$ cat config.mk
export PLATFORM = sky130hd
export DESIGN_NAME = fetch_stage_flat
export DESIGN_NICKNAME = d
export VERILOG_FILES = /design/src/rtl/fetch_stage_if.sv /design/src/rtl/fetch_stage.sv /design/src/flat_wrapper.sv
export SDC_FILE = /design/constraint.sdc
export NUM_CORES = 1
export LEC_CHECK = 0
export ABC_AREA = 1
export BUFFER_PORTS_ARGS = -buffer_cell sky130_fd_sc_hd__clkbuf_2
export CORE_UTILIZATION = 59
export CTS_BUF_LIST = sky130_fd_sc_hd__clkbuf_8
export DETAILED_ROUTE_END_ITERATION = 7
export GPL_TIMING_DRIVEN = 1
export HOLD_SLACK_MARGIN = 0.03
export PLACE_DENSITY = 0.85
export SLEW_MARGIN = 5
export SYNTH_ARGS = -nofsm -noshare
export SYNTH_HDL_FRONTEND = slang
export SYNTH_SLANG_ARGS = --single-unit
$ cat constraint.sdc
create_clock -name clk_i -period 4.45 [get_ports clk_i]
set_input_delay 0.2225 -clock clk_i [delete_from_list [all_inputs] [get_ports clk_i]]
set_output_delay 0.2225 -clock clk_i [all_outputs]
set_load 0.01 [all_outputs]
$ cat src/rtl/fetch_stage_if.sv
// Fetch-stage bus: instruction-memory port, redirect request and the decode handshake.
// Decode handshake: an entry transfers on a rising edge where inst_valid_o && inst_ready_i;
// while inst_valid_o && !inst_ready_i, inst_valid_o/inst_o/inst_pc_o hold stable.
interface fetch_stage_if;
  logic [31:0] imem_pc_o;
  logic [31:0] imem_data_i;
  logic        redirect_i;
  logic [31:0] redirect_pc_i;
  logic        inst_valid_o;
  logic        inst_ready_i;
  logic [31:0] inst_o;
  logic [31:0] inst_pc_o;

  modport master (
    output imem_pc_o,
    input  imem_data_i,
    input  redirect_i,
    input  redirect_pc_i,
    output inst_valid_o,
    input  inst_ready_i,
    output inst_o,
    output inst_pc_o
  );

  modport slave (
    input  imem_pc_o,
    output imem_data_i,
    output redirect_i,
    output redirect_pc_i,
    input  inst_valid_o,
    output inst_ready_i,
    input  inst_o,
    input  inst_pc_o
  );
endinterface

$ cat src/rtl/fetch_stage.sv
// Instruction-fetch front end: issues sequential PCs to a synchronous-read memory,
// buffers returned words in a small FIFO and hands (inst, pc) pairs to decode.
module fetch_stage #(
  parameter logic [31:0] RESET_PC   = 32'h0000_0000,
  parameter int          FIFO_DEPTH = 2
) (
  input logic           clk_i,
  input logic           rst_ni,
  fetch_stage_if.master bus
);

  localparam int PW = $clog2(FIFO_DEPTH);
  localparam int CW = PW + 1;

  logic [31:0]   pc_q;
  logic          inflight_q;
  logic [31:0]   inflight_pc_q;
  logic [CW-1:0] count_q;
  logic [PW-1:0] rd_ptr_q;
  logic [PW-1:0] wr_ptr_q;
  logic [31:0]   inst_q;
  logic [31:0]   inst_pc_q;
  logic [31:0]   fifo_inst [FIFO_DEPTH];
  logic [31:0]   fifo_pc   [FIFO_DEPTH];

  logic          pop;
  logic          push;
  logic          issue;
  logic          head_from_push;
  logic [CW:0]   occupancy;
  logic [CW-1:0] count_after_pop;
  logic [CW-1:0] count_d;
  logic [PW-1:0] rd_ptr_d;
  logic [31:0]   redirect_target;

  always_comb begin
    pop             = 1'b0;
    push            = 1'b0;
    issue           = 1'b0;
    occupancy       = '0;
    count_after_pop = '0;
    count_d         = '0;
    rd_ptr_d        = '0;
    head_from_push  = 1'b0;
    redirect_target = '0;

    pop  = (count_q != '0) && bus.inst_ready_i;
    push = inflight_q && !bus.redirect_i;
    // Words already buffered plus the one still coming back, less the one leaving now.
    occupancy = {1'b0, count_q} + (CW+1)'(inflight_q) - (CW+1)'(pop);
    issue     = !bus.redirect_i && (occupancy < (CW+1)'(FIFO_DEPTH));

    count_after_pop = count_q - CW'(pop);
    count_d         = count_after_pop + CW'(push);
    rd_ptr_d        = rd_ptr_q + PW'(pop);
    // The word being written becomes the head when nothing older remains.
    head_from_push  = push && (count_after_pop == '0);
    redirect_target = bus.redirect_pc_i & 32'hFFFF_FFFC;
  end

  always_ff @(posedge clk_i or negedge rst_ni) begin
    if (!rst_ni) begin
      pc_q          <= RESET_PC;
      inflight_q    <= 1'b0;
      inflight_pc_q <= '0;
      count_q       <= '0;
      rd_ptr_q      <= '0;
      wr_ptr_q      <= '0;
      inst_q        <= '0;
      inst_pc_q     <= '0;
    end else if (bus.redirect_i) begin
      pc_q       <= redirect_target;
      inflight_q <= 1'b0;
      count_q    <= '0;
      rd_ptr_q   <= '0;
      wr_ptr_q   <= '0;
    end else begin
      if (issue) begin
        inflight_q    <= 1'b1;
        inflight_pc_q <= pc_q;
        pc_q          <= pc_q + 32'd4;
      end else begin
        inflight_q <= 1'b0;
      end

      count_q  <= count_d;
      rd_ptr_q <= rd_ptr_d;
      if (push) begin
        wr_ptr_q <= wr_ptr_q + PW'(1);
      end

      // Output registers track the next head; they keep the last value once empty.
      if (count_d != '0) begin
        if (head_from_push) begin
          inst_q    <= bus.imem_data_i;
          inst_pc_q <= inflight_pc_q;
        end else begin
          inst_q    <= fifo_inst[rd_ptr_d];
          inst_pc_q <= fifo_pc[rd_ptr_d];
        end
      end
    end
  end

  always_ff @(posedge clk_i) begin
    if (push) begin
      fifo_inst[wr_ptr_q] <= bus.imem_data_i;
      fifo_pc[wr_ptr_q]   <= inflight_pc_q;
    end
  end

  assign bus.imem_pc_o    = pc_q;
  assign bus.inst_valid_o = (count_q != '0);
  assign bus.inst_o       = inst_q;
  assign bus.inst_pc_o    = inst_pc_q;

  no_overflow_a : assert property (@(posedge clk_i) disable iff (!rst_ni)
    !(push && (count_after_pop == CW'(FIFO_DEPTH))));

endmodule

$ cat src/flat_wrapper.sv
// flat-port wrapper written by rule: the top's interface ports become plain ports
module fetch_stage_flat 
#(
  parameter logic [31:0] RESET_PC   = 32'h0000_0000,
  parameter int          FIFO_DEPTH = 2
)
  (clk_i, rst_ni, bus_imem_pc_o, bus_imem_data_i, bus_redirect_i, bus_redirect_pc_i, bus_inst_valid_o, bus_inst_ready_i, bus_inst_o, bus_inst_pc_o);
  fetch_stage_if bus_i ();
  input logic clk_i;
  input logic rst_ni;
  output wire logic [$bits(bus_i.imem_pc_o)-1:0] bus_imem_pc_o;
  input wire logic [$bits(bus_i.imem_data_i)-1:0] bus_imem_data_i;
  input wire logic [$bits(bus_i.redirect_i)-1:0] bus_redirect_i;
  input wire logic [$bits(bus_i.redirect_pc_i)-1:0] bus_redirect_pc_i;
  output wire logic [$bits(bus_i.inst_valid_o)-1:0] bus_inst_valid_o;
  input wire logic [$bits(bus_i.inst_ready_i)-1:0] bus_inst_ready_i;
  output wire logic [$bits(bus_i.inst_o)-1:0] bus_inst_o;
  output wire logic [$bits(bus_i.inst_pc_o)-1:0] bus_inst_pc_o;
  assign bus_imem_pc_o = bus_i.imem_pc_o;
  assign bus_i.imem_data_i = bus_imem_data_i;
  assign bus_i.redirect_i = bus_redirect_i;
  assign bus_i.redirect_pc_i = bus_redirect_pc_i;
  assign bus_inst_valid_o = bus_i.inst_valid_o;
  assign bus_i.inst_ready_i = bus_inst_ready_i;
  assign bus_inst_o = bus_i.inst_o;
  assign bus_inst_pc_o = bus_i.inst_pc_o;
  fetch_stage #(.RESET_PC(RESET_PC), .FIFO_DEPTH(FIFO_DEPTH)) u_core (.clk_i(clk_i), .rst_ni(rst_ni), .bus(bus_i));
endmodule
==> summary.md, run 1 <==
| Metric | Value |
|---|---|
| Vias in the first global route | 9,160 |
| Initial drt markers | 804 |
| RSZ-0062 raised after global routing | no |
| H-tree depth | 2 |
| Most common cell after layout, fill and taps aside | nand3_1 |
| Post-CTS Setup Repair Bufs | 0 |
| Yosys reg bits | 251 |
| CTS Sinks | 251 |
| IO Port Bufs | 158 |
| CTS tree | built |
| Slowest-stage cell, CP | fa_1 |
| Yosys top cell area share | 0.334 |
| Slew Limit Headroom | 0.407 |
| Max-cap violations | 0 |
| Clock Tree Buf Depth | 3 |
| Max Freq | 331 MHz |
| Worst-Margin Slew | 0.887 ns |
| Fillers | 1,251 |
| Setup TNS | 0 ns |
| TritonCTS buffer count | 41 |
| Final core utilization | 0.737 |
| Clk_skew | 0.0232 ns |
| DR WL/cell | 17.3 um |
| Core ar. | 18,300 um2 |
| Die Area | 19,500 um2 |
| EDFF count, synth | 124 |
| TritonRoute pass-1 iters | 5 |
| Fin nets | 1,441 |
| Max stage delay on crit path | 0.43 ns |
| Leading register cell type out of synthesis | dfrtp_1 |
| First-pass GRT wire length | 45,500 um |
| Initial core utilization | 0.611 |
| Syn Area/Cell | 9.67 um2 |
| Layout area overhead | 20.7% |
| Type of origin of the critical path | flop |
| Share of cells above drive strength 1 | 0.176 |
| Yosys warns | 0 |
| DRC | 0 |
| GRT Total Usage | 0.297 |
| Clock-pin slew on the worst setup and hold paths | 0.06 ns |
| Antenna violations before repair | 0 |
| Post-cts sizing count | 0 |
| CP Data Required Time | 4.87 ns |
| Crit. End Element | flop |
| Post-Syn Area | 11,200 um2 |
| Max-slew violations | 0 |
| Die width | 140 um |
| Lkg Pwr | 0.00616 uW |
| Async S/R FF share, synth | 0.506 |
| Status | completed |
| Placement Rows | 49 |
| Largest cells by area after synthesis | edfxtp_1 33%, dfrtp_1 28%, nand3_1 13% |
| Pwr/cell area | 694 nW/um2 |
| Crit share post-route | 0.679 |
| Post-DR vias/cell | 5.70 |
| Worst-path maximum fanout | 22 |
| GRT overflow | 0 |
| DR vias | 9,293 |
| Die Ht | 140 um |
| WS Path Type | reg -> reg |
| IR drop worst, VDD | 0.000332 V |
| Synth Instances | 1,154 |
| Clock root buffer | clkbuf_8 |
| Arrival time at the worst endpoint | 3.44 ns |
| Area leader, netlist | edfxtp_1 |
| Final setup viols | 0 |
| Latest clock arrival within the worst-skew pair | 0.55 ns |
| Crit-path cells | inv_2 -> nand2_2 -> nand2_2 -> or2_2 -> a21oi_1 -> fa_1 -> inv_1 -> nand3_1 -> nand2_1 -> buf_4 -> clkinv_1 -> nand2_1 -> nand2_1 -> inv_1 -> nand3_1 |
| Final Critical Period | 3.02 ns |
| Hpwl dp | 16,100 um |
| Placer Congestion | 0.923 |
| Reg2reg setup slack | 1.43 ns |
| Most frequent cells in the layout | 285 x nand3_1, 264 x nand2_1, 157 x clkbuf_2, 127 x dfrtp_1, 124 x edfxtp_1 |
| Routed WL | 28,200 um |
| Final Hold Fails | 0 |
| Cell repeated most along the worst path | nand2_1 |
| Sequential area share after synthesis | 0.619 |
| DRT antenna net count | 0 |
| # diodes | 0 |
| Worst Hold Class | in -> reg |
| Ports | 165 |
| Netlist cell types | 35 |
| Largest net degree at the start of global routing | 65 |
-- synth_stat cells (4+ instances only) --
library cell	n
o21bai_1	4
a21oi_1	14
edfxtp_1	124
nand2_2	5
inv_1	71
nand2_1	265
o21ai_0	38
inv_2	4
nand3_1	285
dfrtp_1	127
buf_2	29
nand4_1	11
nand3b_1	8
xor2_1	6
clkbuf_1	27
nor2_1	56
or2_1	47
buf_4	6
-- registers in the layout, summed over array words and instances, names as in the netlist --
name,count
u_core.bus.inst_o,32
u_core.bus.imem_pc_o,30
u_core.rd_ptr_q,1
u_core.count_q,2
u_core.inflight_q,1
u_core.bus.inst_pc_o,30
u_core.fifo_inst,64
u_core.wr_ptr_q,1
u_core.inflight_pc_q,30
u_core.fifo_pc,60
-- timing repair --
action | 4_1_cts | 5_1_grt
hold endpoints to repair | 150 | 0
endpoints found under the setup margin | 0 | 0
hold buffers | 62 | 0
-- worst paths after layout --
path,start,endpoint,cells past startpoint
setup / recovery,u_core.count_q[1],u_core.bus.imem_pc_o[24],15
hold / removal,bus_redirect_pc_i[17],u_core.bus.imem_pc_o[17],5
setup reg to reg,u_core.count_q[1],u_core.bus.imem_pc_o[24],15
hold reg to reg,u_core.inflight_pc_q[27],u_core.fifo_pc[1][27],0
max in group asynchronous,rst_ni,u_core.inflight_pc_q[7],3
min in group asynchronous,rst_ni,u_core.bus.inst_o[7],2
-- area by class of cell --
| class | instances | area [um2] | share of cell area |
|---|---|---|---|
| Sequential cell | 251 | 6900 | 0.512 |
| Clock inverter | 32 | 188 | 0.0139 |
| Multi-Input combinational cell | 764 | 3680 | 0.273 |
| Timing Repair Buffer | 235 | 1540 | 0.114 |
| Inverter | 76 | 285 | 0.0212 |
| Clock buffer | 43 | 592 | 0.0439 |
| Tap cell | 229 | 287 | 0.0213 |
-- critical path: cells and delay by family (launching register included) --
| family | cells | cell delay [ns] |
|---|---|---|
| AO/OA/AOI/OAI | 1 | 0.17 |
| flip-flops | 1 | 0.39 |
| adder cells (fa/ha/maj) | 1 | 0.43 |
| AND/OR/NAND/NOR | 8 | 1.02 |
| buffers and inverters | 5 | 0.91 |
-- logic make-up (layout without fill, tap and decap cells) --
logic type | count (synthesis) | in the layout | share of synthesized area
and+or+nand+nor | 687 | 687 | 0.286
DFF | 251 | 251 | 0.619
buffers and inverters | 142 | 386 | 0.0544
AOI/OAI and AO/OA | 62 | 62 | 0.0302
xor gates and xnor gates | 7 | 7 | 0.00549
adders and majority gates | 4 | 4 | 0.00516
other | 1 | 4 | 0.000336
-- per-stage QoR --
step | hold slack [ns] | cell area, um2 | setup slack (ns) | power (uW) | std cells
final | 0.0748 | 13500 | 1.43 | 9350 | 1630
after global routing | 0.0936 | 13500 | 1.27 | 9970 | 1630
after CTS | 0.0358 | 13500 | 1.47 | 9330 | 1630
after detailed placement | 0.234 | 12100 | 1.49 | 7350 | 1493
after global placement | 0.226 | 12100 | 1.56 | 7180 | 1493
after floorplan | -0.0731 | 11200 | 0.909 | 6130 | 1157
-- per-layer routing --
layer | up-vias | track usage | share of wire
met5 | - | 0 | 0
li1 | 4324 | - | -
met1 | 4393 | 0.384 | 0.40
met2 | 504 | 0.494 | 0.48
met3 | 72 | 0.0564 | 0.087
met4 | 0 | 0.129 | 0.028
-- power by group --
| group | internal [uW] | switching, uW |
|---|---|---|
| registers | 3260 | 546 |
| clock network | 1020 | 903 |
| logic | 1240 | 2390 |
| total | 5520 | 3840 |
Note: power is estimated with default switching activity, not from simulation.
==> inputs of run 2 (changes only) <==
- CORE_UTILIZATION: 59 -> 53
- PLACE_DENSITY: 0.85 -> 0.81
- clock period: 4.45 -> 2.5 ns (I/O delays scaled with it)
==> run 2 against run 1 <==
Register-to-register slack worse by 1.3 ns. Die area up 11%. First-iteration DRC count down 15%. Critical path type unchanged. Critical endpoint is now u_core.bus.imem_pc_o[28].
==> summary.md, run 2 (synthesized netlist as in run 1, its figures left out) <==
| Metric | Value |
|---|---|
| Worst-Margin Slew | 0.529 ns |
| TritonCTS buffer count | 42 |
| IR drop worst, VDD | 0.000596 V |
| GRT Total Usage | 0.269 |
| Met3 GRT Util | 0.0559 |
| Met2 usage | 0.440 |
| Setup crit start | u_core.count_q[1] |
| Largest net degree at the start of global routing | 65 |
| Initial core utilization | 0.546 |
| Pre-CTS setup slack | 0.0149 ns |
| First-pass GRT wire length | 46,100 um |
| GRT overflow | 0 |
| DRC | 0 |
| Clk_skew | 0.0163 ns |
| Worst path bufs/invs | 4 |
| Grt met1 use | 0.362 |
| Fin nets | 1,463 |
| Final core utilization | 0.678 |
| CTS Sinks | 251 |
| Clock-pin slew on the worst setup and hold paths | 0.06 ns |
| Fillers | 1,548 |
| Slowest-stage cell, CP | fa_1 |
| Core ar. | 20,400 um2 |
| Final Hold Fails | 0 |
| Max Freq | 427 MHz |
| Ports | 165 |
| R2r startpoint | u_core.count_q[1] |
| DR vias | 9,176 |
| Most common cell after layout, fill and taps aside | nand3_1 |
| Final Critical Period | 2.34 ns |
| Antenna violations before repair | 0 |
| Pwr/cell area | 1230 nW/um2 |
| Die width | 147 um |
| IO Port Bufs | 158 |
| Slew Limit Headroom | 0.648 |
| CP Data Required Time | 2.96 ns |
| Placer Congestion | 0.937 |
| Die Ht | 147 um |
| CP top delay family | simple AND/OR/NAND/NOR gates |
| Final WS setup | 0.159 ns |
| Clock Tree Buf Depth | 3 |
| Final setup viols | 0 |
| Post-DR vias/cell | 5.42 |
| Max-cap violations | 0 |
| Crit. End Element | flop |
| DR WL/cell | 16.7 um |
| Type of origin of the critical path | flop |
| Share of cells above drive strength 1 | 0.193 |
| Vias in the first global route | 9,157 |
| # diodes | 0 |
| Arrival time at the worst endpoint | 2.80 ns |
| TritonRoute pass-1 iters | 4 |
| Die Area | 21,600 um2 |
| WS Path Type | reg -> reg |
| Crit share post-route | 0.936 |
| Hpwl dp | 17,600 um |
| Routed WL | 28,300 um |
| Crit-path cells | inv_2 -> nand2_2 -> nand2_2 -> or2_4 -> a21oi_2 -> fa_1 -> inv_2 -> nand4_4 -> inv_2 -> buf_4 -> nand2_1 -> o21bai_1 -> nand3_1 |
| CTS tree | built |
| Clock root buffer | clkbuf_8 |
| Latest clock arrival within the worst-skew pair | 0.54 ns |
| Status | completed |
| RSZ-0062 raised after global routing | no |
| Placement Rows | 52 |
| GR peak layer | met2 |
| Largest register by flop count | u_core.fifo_inst |
| Largest register FFs | 64 |
| Lkg Pwr | 0.00631 uW |
| Max stage delay on crit path | 0.46 ns |
| Worst Hold Class | in -> async |
| Setup TNS | 0 ns |
| Cell repeated most along the worst path | inv_2 |
| Worst-path maximum fanout | 6 |
| Max-slew violations | 0 |
| DRT antenna net count | 0 |
| H-tree depth | 2 |
| Most frequent cells in the layout | 284 x nand3_1, 262 x nand2_1, 157 x clkbuf_2, 127 x dfrtp_1, 124 x edfxtp_1 |
| Initial drt markers | 684 |
| Layout area overhead | 24.2% |
-- run 2: timing repair --
item                                    CTS  global route
endpoints found under the setup margin    2            85
pin swaps                                 0             2
buffers inserted                          0             1
resized for setup                         0            17
hold buffers                             64             0
cloned                                    0             0
hold endpoints to repair                218             0
-- run 2: path summary, 6_finish.rpt --
| path | endpoint | slack (ns) | depth (start not counted) |
|---|---|---|---|
| setup / recovery | u_core.bus.imem_pc_o[28] | 0.16 | 13 |
| hold / removal | u_core.bus.inst_o[4] | 0.13 | 2 |
| setup reg to reg | u_core.bus.imem_pc_o[28] | 0.16 | 13 |
| hold reg to reg | u_core.fifo_pc[0][17] | 0.47 | 0 |
| max in group asynchronous | u_core.bus.imem_pc_o[9] | 1.63 | 3 |
| min in group clk_i | u_core.bus.inst_o[5] | 0.31 | 6 |
-- run 2: where the power goes --
part / switching [uW] / total (uW) / internal [uW]
clock network: 1590 / 3310 / 1720
registers: 974 / 6780 / 5810
logic: 4340 / 6940 / 2600
-- run 2: stage by stage --
stage	instances	total power (uW)	hold slack, ns	area (um2)
3_5_place_dp	1552	13500	0.117	12400
5_1_grt	1693	18300	0.136	13900
3_3_place_gp	1552	13200	0.112	12400
4_1_cts	1692	16900	0.109	13800
2_1_floorplan	1157	10900	-0.171	11200
6_report	1693	17000	0.127	13900
-- run 2: per-layer routing --
layer / part of all wire / wire length, um / vias up
li1: - / - / 4381
met1: 0.41 / 11700 / 4340
met2: 0.48 / 13700 / 412
met3: 0.085 / 2400 / 43
met4: 0.018 / 515 / 0
met5: 0 / 0 / -
-- run 2: layout make-up --
class	count	area, um2	area share
Multi-Input combinational cell	764	3720	0.268
Timing Repair Buffer	256	1850	0.133
Sequential cell	251	6900	0.498
Clock inverter	29	124	0.00894
Clock buffer	47	647	0.0467
Inverter	76	285	0.0206
Tap cell	270	338	0.0244
-- run 2: worst reg2reg max path: stages (launching register included) --
cell      delay [ns]
dfrtp_1         0.35
inv_2           0.06
nand2_2         0.08
nand2_2         0.06
or2_4           0.24
a21oi_2         0.16
fa_1            0.46
inv_2           0.11
nand4_4         0.15
inv_2           0.12
buf_4           0.15
nand2_1         0.10
o21bai_1        0.18
nand3_1         0.06
==> inputs of run 3 (changes only) <==
- BUFFER_PORTS_ARGS: -buffer_cell sky130_fd_sc_hd__clkbuf_2 -> not set
- CORE_UTILIZATION: 53 -> 60
- DONT_BUFFER_PORTS: not set -> 1
- PLACE_DENSITY: 0.81 -> 0.82
==> run 3 against run 2 <==
The flow now finishes with violations (DRC, hold timing). Hold slack worse by 0.83 ns. Flip-flop and latch count is the same. Clock power is 8.5% higher. Non-clock buffer count decreased by 136. Register-to-register slack worse by 0.06 ns. Total power fell by 3.1%. Critical path depth stayed put. Utilization grew 5.4 points. Count of clock-buffer cells in the layout rose by 5. First-iteration DRC count shrank 9.4%. Critical endpoint is now u_core.bus.imem_pc_o[11]. Largest cell class unchanged.
==> summary.md, run 3 (synthesized netlist as in run 1, its figures left out) <==
| Metric | Value |
|---|---|
| Placer Congestion | 0.850 |
| Die Ht | 138 um |
| Non-Filler Instances | 1,518 |
| WHS | -0.707 ns |
| Post-DR vias/cell | 5.79 |
| P_int | 9810 uW |
| First-pass GRT wire length | 44,500 um |
| Final WS setup | 0.101 ns |
| Vias in the first global route | 8,736 |
| IR drop worst, VDD | 0.000735 V |
| Most common cell after layout, fill and taps aside | nand3_1 |
| Fillers | 1,243 |
| Pwr/cell area | 1250 nW/um2 |
| Type of origin of the critical path | flop |
| Initial drt markers | 620 |
| Cell repeated most along the worst path | inv_2 |
| Max-slew violations | 0 |
| GRT overflow | 0 |
| Switching pwr | 6700 uW |
| Share of cells above drive strength 1 | 0.0892 |
| Worst-Margin Slew | 0.522 ns |
| Post-CTS Setup Repair Bufs | 0 |
| Seq pwr share | 0.441 |
| Most frequent cells in the layout | 284 x nand3_1, 263 x nand2_1, 127 x dfrtp_1, 124 x edfxtp_1, 90 x dlygate4sd3_1 |
| Final setup viols | 0 |
| Core ar. | 18,100 um2 |
| Latest clock arrival within the worst-skew pair | 0.54 ns |
| Final core utilization | 0.732 |
| Fin nets | 1,327 |
| RSZ-0062 raised after global routing | yes |
| WS Path Type | reg -> reg |
| Final Critical Period | 2.40 ns |
| DRT antenna net count | 0 |
| Final Hold Fails | 127 |
| Failing checks | DRC, hold timing |
| Die width | 138 um |
| Max Freq | 417 MHz |
| Slew Limit Headroom | 0.652 |
| Comb pwr share | 0.342 |
| DRC | 28 |
| Ports | 165 |
| Pre-CTS setup slack | -0.0212 ns |
| Initial core utilization | 0.617 |
| H-tree depth | 2 |
| # diodes | 0 |
| Largest net degree at the start of global routing | 128 |
| Routed WL | 27,400 um |
| Slowest-stage cell, CP | fa_1 |
| Post-cts hold buffer count | 91 |
| CP Data Required Time | 2.95 ns |
| DR vias | 8,784 |
| Pwr Total | 16,500 uW |
| TritonRoute pass-1 iters | 7 |
| IO Port Bufs | 0 |
| Reg2reg setup slack | 0.10 ns |
| CTS tree | built |
| Clk_skew | 0.0200 ns |
| CTS Sinks | 251 |
| Crit. End Element | flop |
| Placement Rows | 49 |
| Clock root buffer | clkbuf_8 |
| Layout area overhead | 18.7% |
| Max-cap violations | 0 |
| Worst Hold Class | in -> async |
| Status | finished with violations |
| Clk pwr share | 0.217 |
| Crit share post-route | 0.960 |
| Sw frac | 0.406 |
| Die Area | 19,100 um2 |
| Clock Tree Buf Depth | 3 |
| Largest register by flop count | u_core.fifo_inst |
| Largest register FFs | 64 |
| Lkg Pwr | 0.00571 uW |
| Clock-pin slew on the worst setup and hold paths | 0.06 ns |
| TritonCTS buffer count | 42 |
| Arrival time at the worst endpoint | 2.85 ns |
| Crit-path cells | inv_2 -> nand2_2 -> nand2_2 -> or2_2 -> a21oi_2 -> fa_1 -> inv_2 -> nand4_4 -> inv_2 -> buf_12 -> buf_6 -> nand3b_1 -> nand4_1 |
| Worst-path maximum fanout | 17 |
| Placed Cells incl. Taps | 1,349 |
| GRT Total Usage | 0.292 |
| Antenna violations before repair | 0 |
| DR WL/cell | 18.1 um |
| Hpwl dp | 16,000 um |
| Max stage delay on crit path | 0.45 ns |
run 3: cell count changes in the layout (fill, tap and decap cells not counted), sizes merged:
cell         previous run  this run
clkbuf                204        52
clkinvlp                3         0
dlygate4sd3            64        90
clkinv                 11        12
inv                    91        89
bufinv                  0         1
buf                    35        30
run 3: worst max-delay path: cells and delay by family (launching register included):
kind                     cells  cell delay [ns]
adder cells (fa/ha/maj)      1             0.45
buffers and inverters        5             0.56
AND/OR/NAND/NOR              6             0.80
flip-flops                   1             0.36
AO/OA/AOI/OAI                1             0.15
run 3: path summary, 6_finish.rpt:
check                                         start  cells past startpoint                       end
setup / recovery                  u_core.count_q[1]                     13  u_core.bus.imem_pc_o[11]
hold / removal                               rst_ni                      0     u_core.bus.inst_o[13]
setup reg to reg                  u_core.count_q[1]                     13  u_core.bus.imem_pc_o[11]
hold reg to reg            u_core.inflight_pc_q[31]                      0     u_core.fifo_pc[0][31]
max in group asynchronous                    rst_ni                      0      u_core.bus.inst_o[9]
min in group clk_i                 bus_inst_ready_i                      5     u_core.bus.inst_o[30]
run 3: metrics by stage:
| stage | cell area (um2) | setup TNS (ns) |
|---|---|---|
| after detailed placement | 11400 | -0.0249 |
| final | 13200 | 0 |
| after global placement | 11400 | 0 |
| after CTS | 13200 | 0 |
| after global routing | 13200 | 0 |
| after floorplan | 11200 | -129.04 |
run 3: timing repair:
action                                  CTS  global route
endpoints found under the setup margin   11            52
endpoints found under the hold margin   255           127
gates resized for setup                   2            13
pin swaps                                 0             2
run 3: power by group through the flow:
| stage | Sequential (uW) | Clock, uW | Combinational (uW) |
|---|---|---|---|
| 2_1_floorplan | 6940 | 0 | 3980 |
| 3_3_place_gp | 7240 | 0 | 5070 |
| 3_5_place_dp | 7310 | 0 | 5290 |
| 4_1_cts | 7240 | 3650 | 5470 |
| 5_1_grt | 7400 | 3820 | 6320 |
| 6_report | 7270 | 3590 | 5640 |
run 3: cell type report:
| class | instances | area [um2] | share of cell area |
|---|---|---|---|
| multi-input cells | 764 | 3700 | 0.280 |
| flip-flops and latches | 251 | 6900 | 0.521 |
| repair buffers | 120 | 1220 | 0.0918 |
| clock buffers | 52 | 716 | 0.0540 |
| inverters | 76 | 287 | 0.0216 |
| clock inverters | 26 | 134 | 0.0101 |
| well taps | 229 | 287 | 0.0216 |
run 3: per-layer routing:
| metal | wire [um] | part of all wire | GRT usage |
|---|---|---|---|
| met5 | 0 | 0 | 0 |
| met1 | 10900 | 0.40 | 0.375 |
| met4 | 532 | 0.019 | 0.0970 |
| met3 | 2500 | 0.091 | 0.0620 |
| met2 | 13500 | 0.49 | 0.496 |
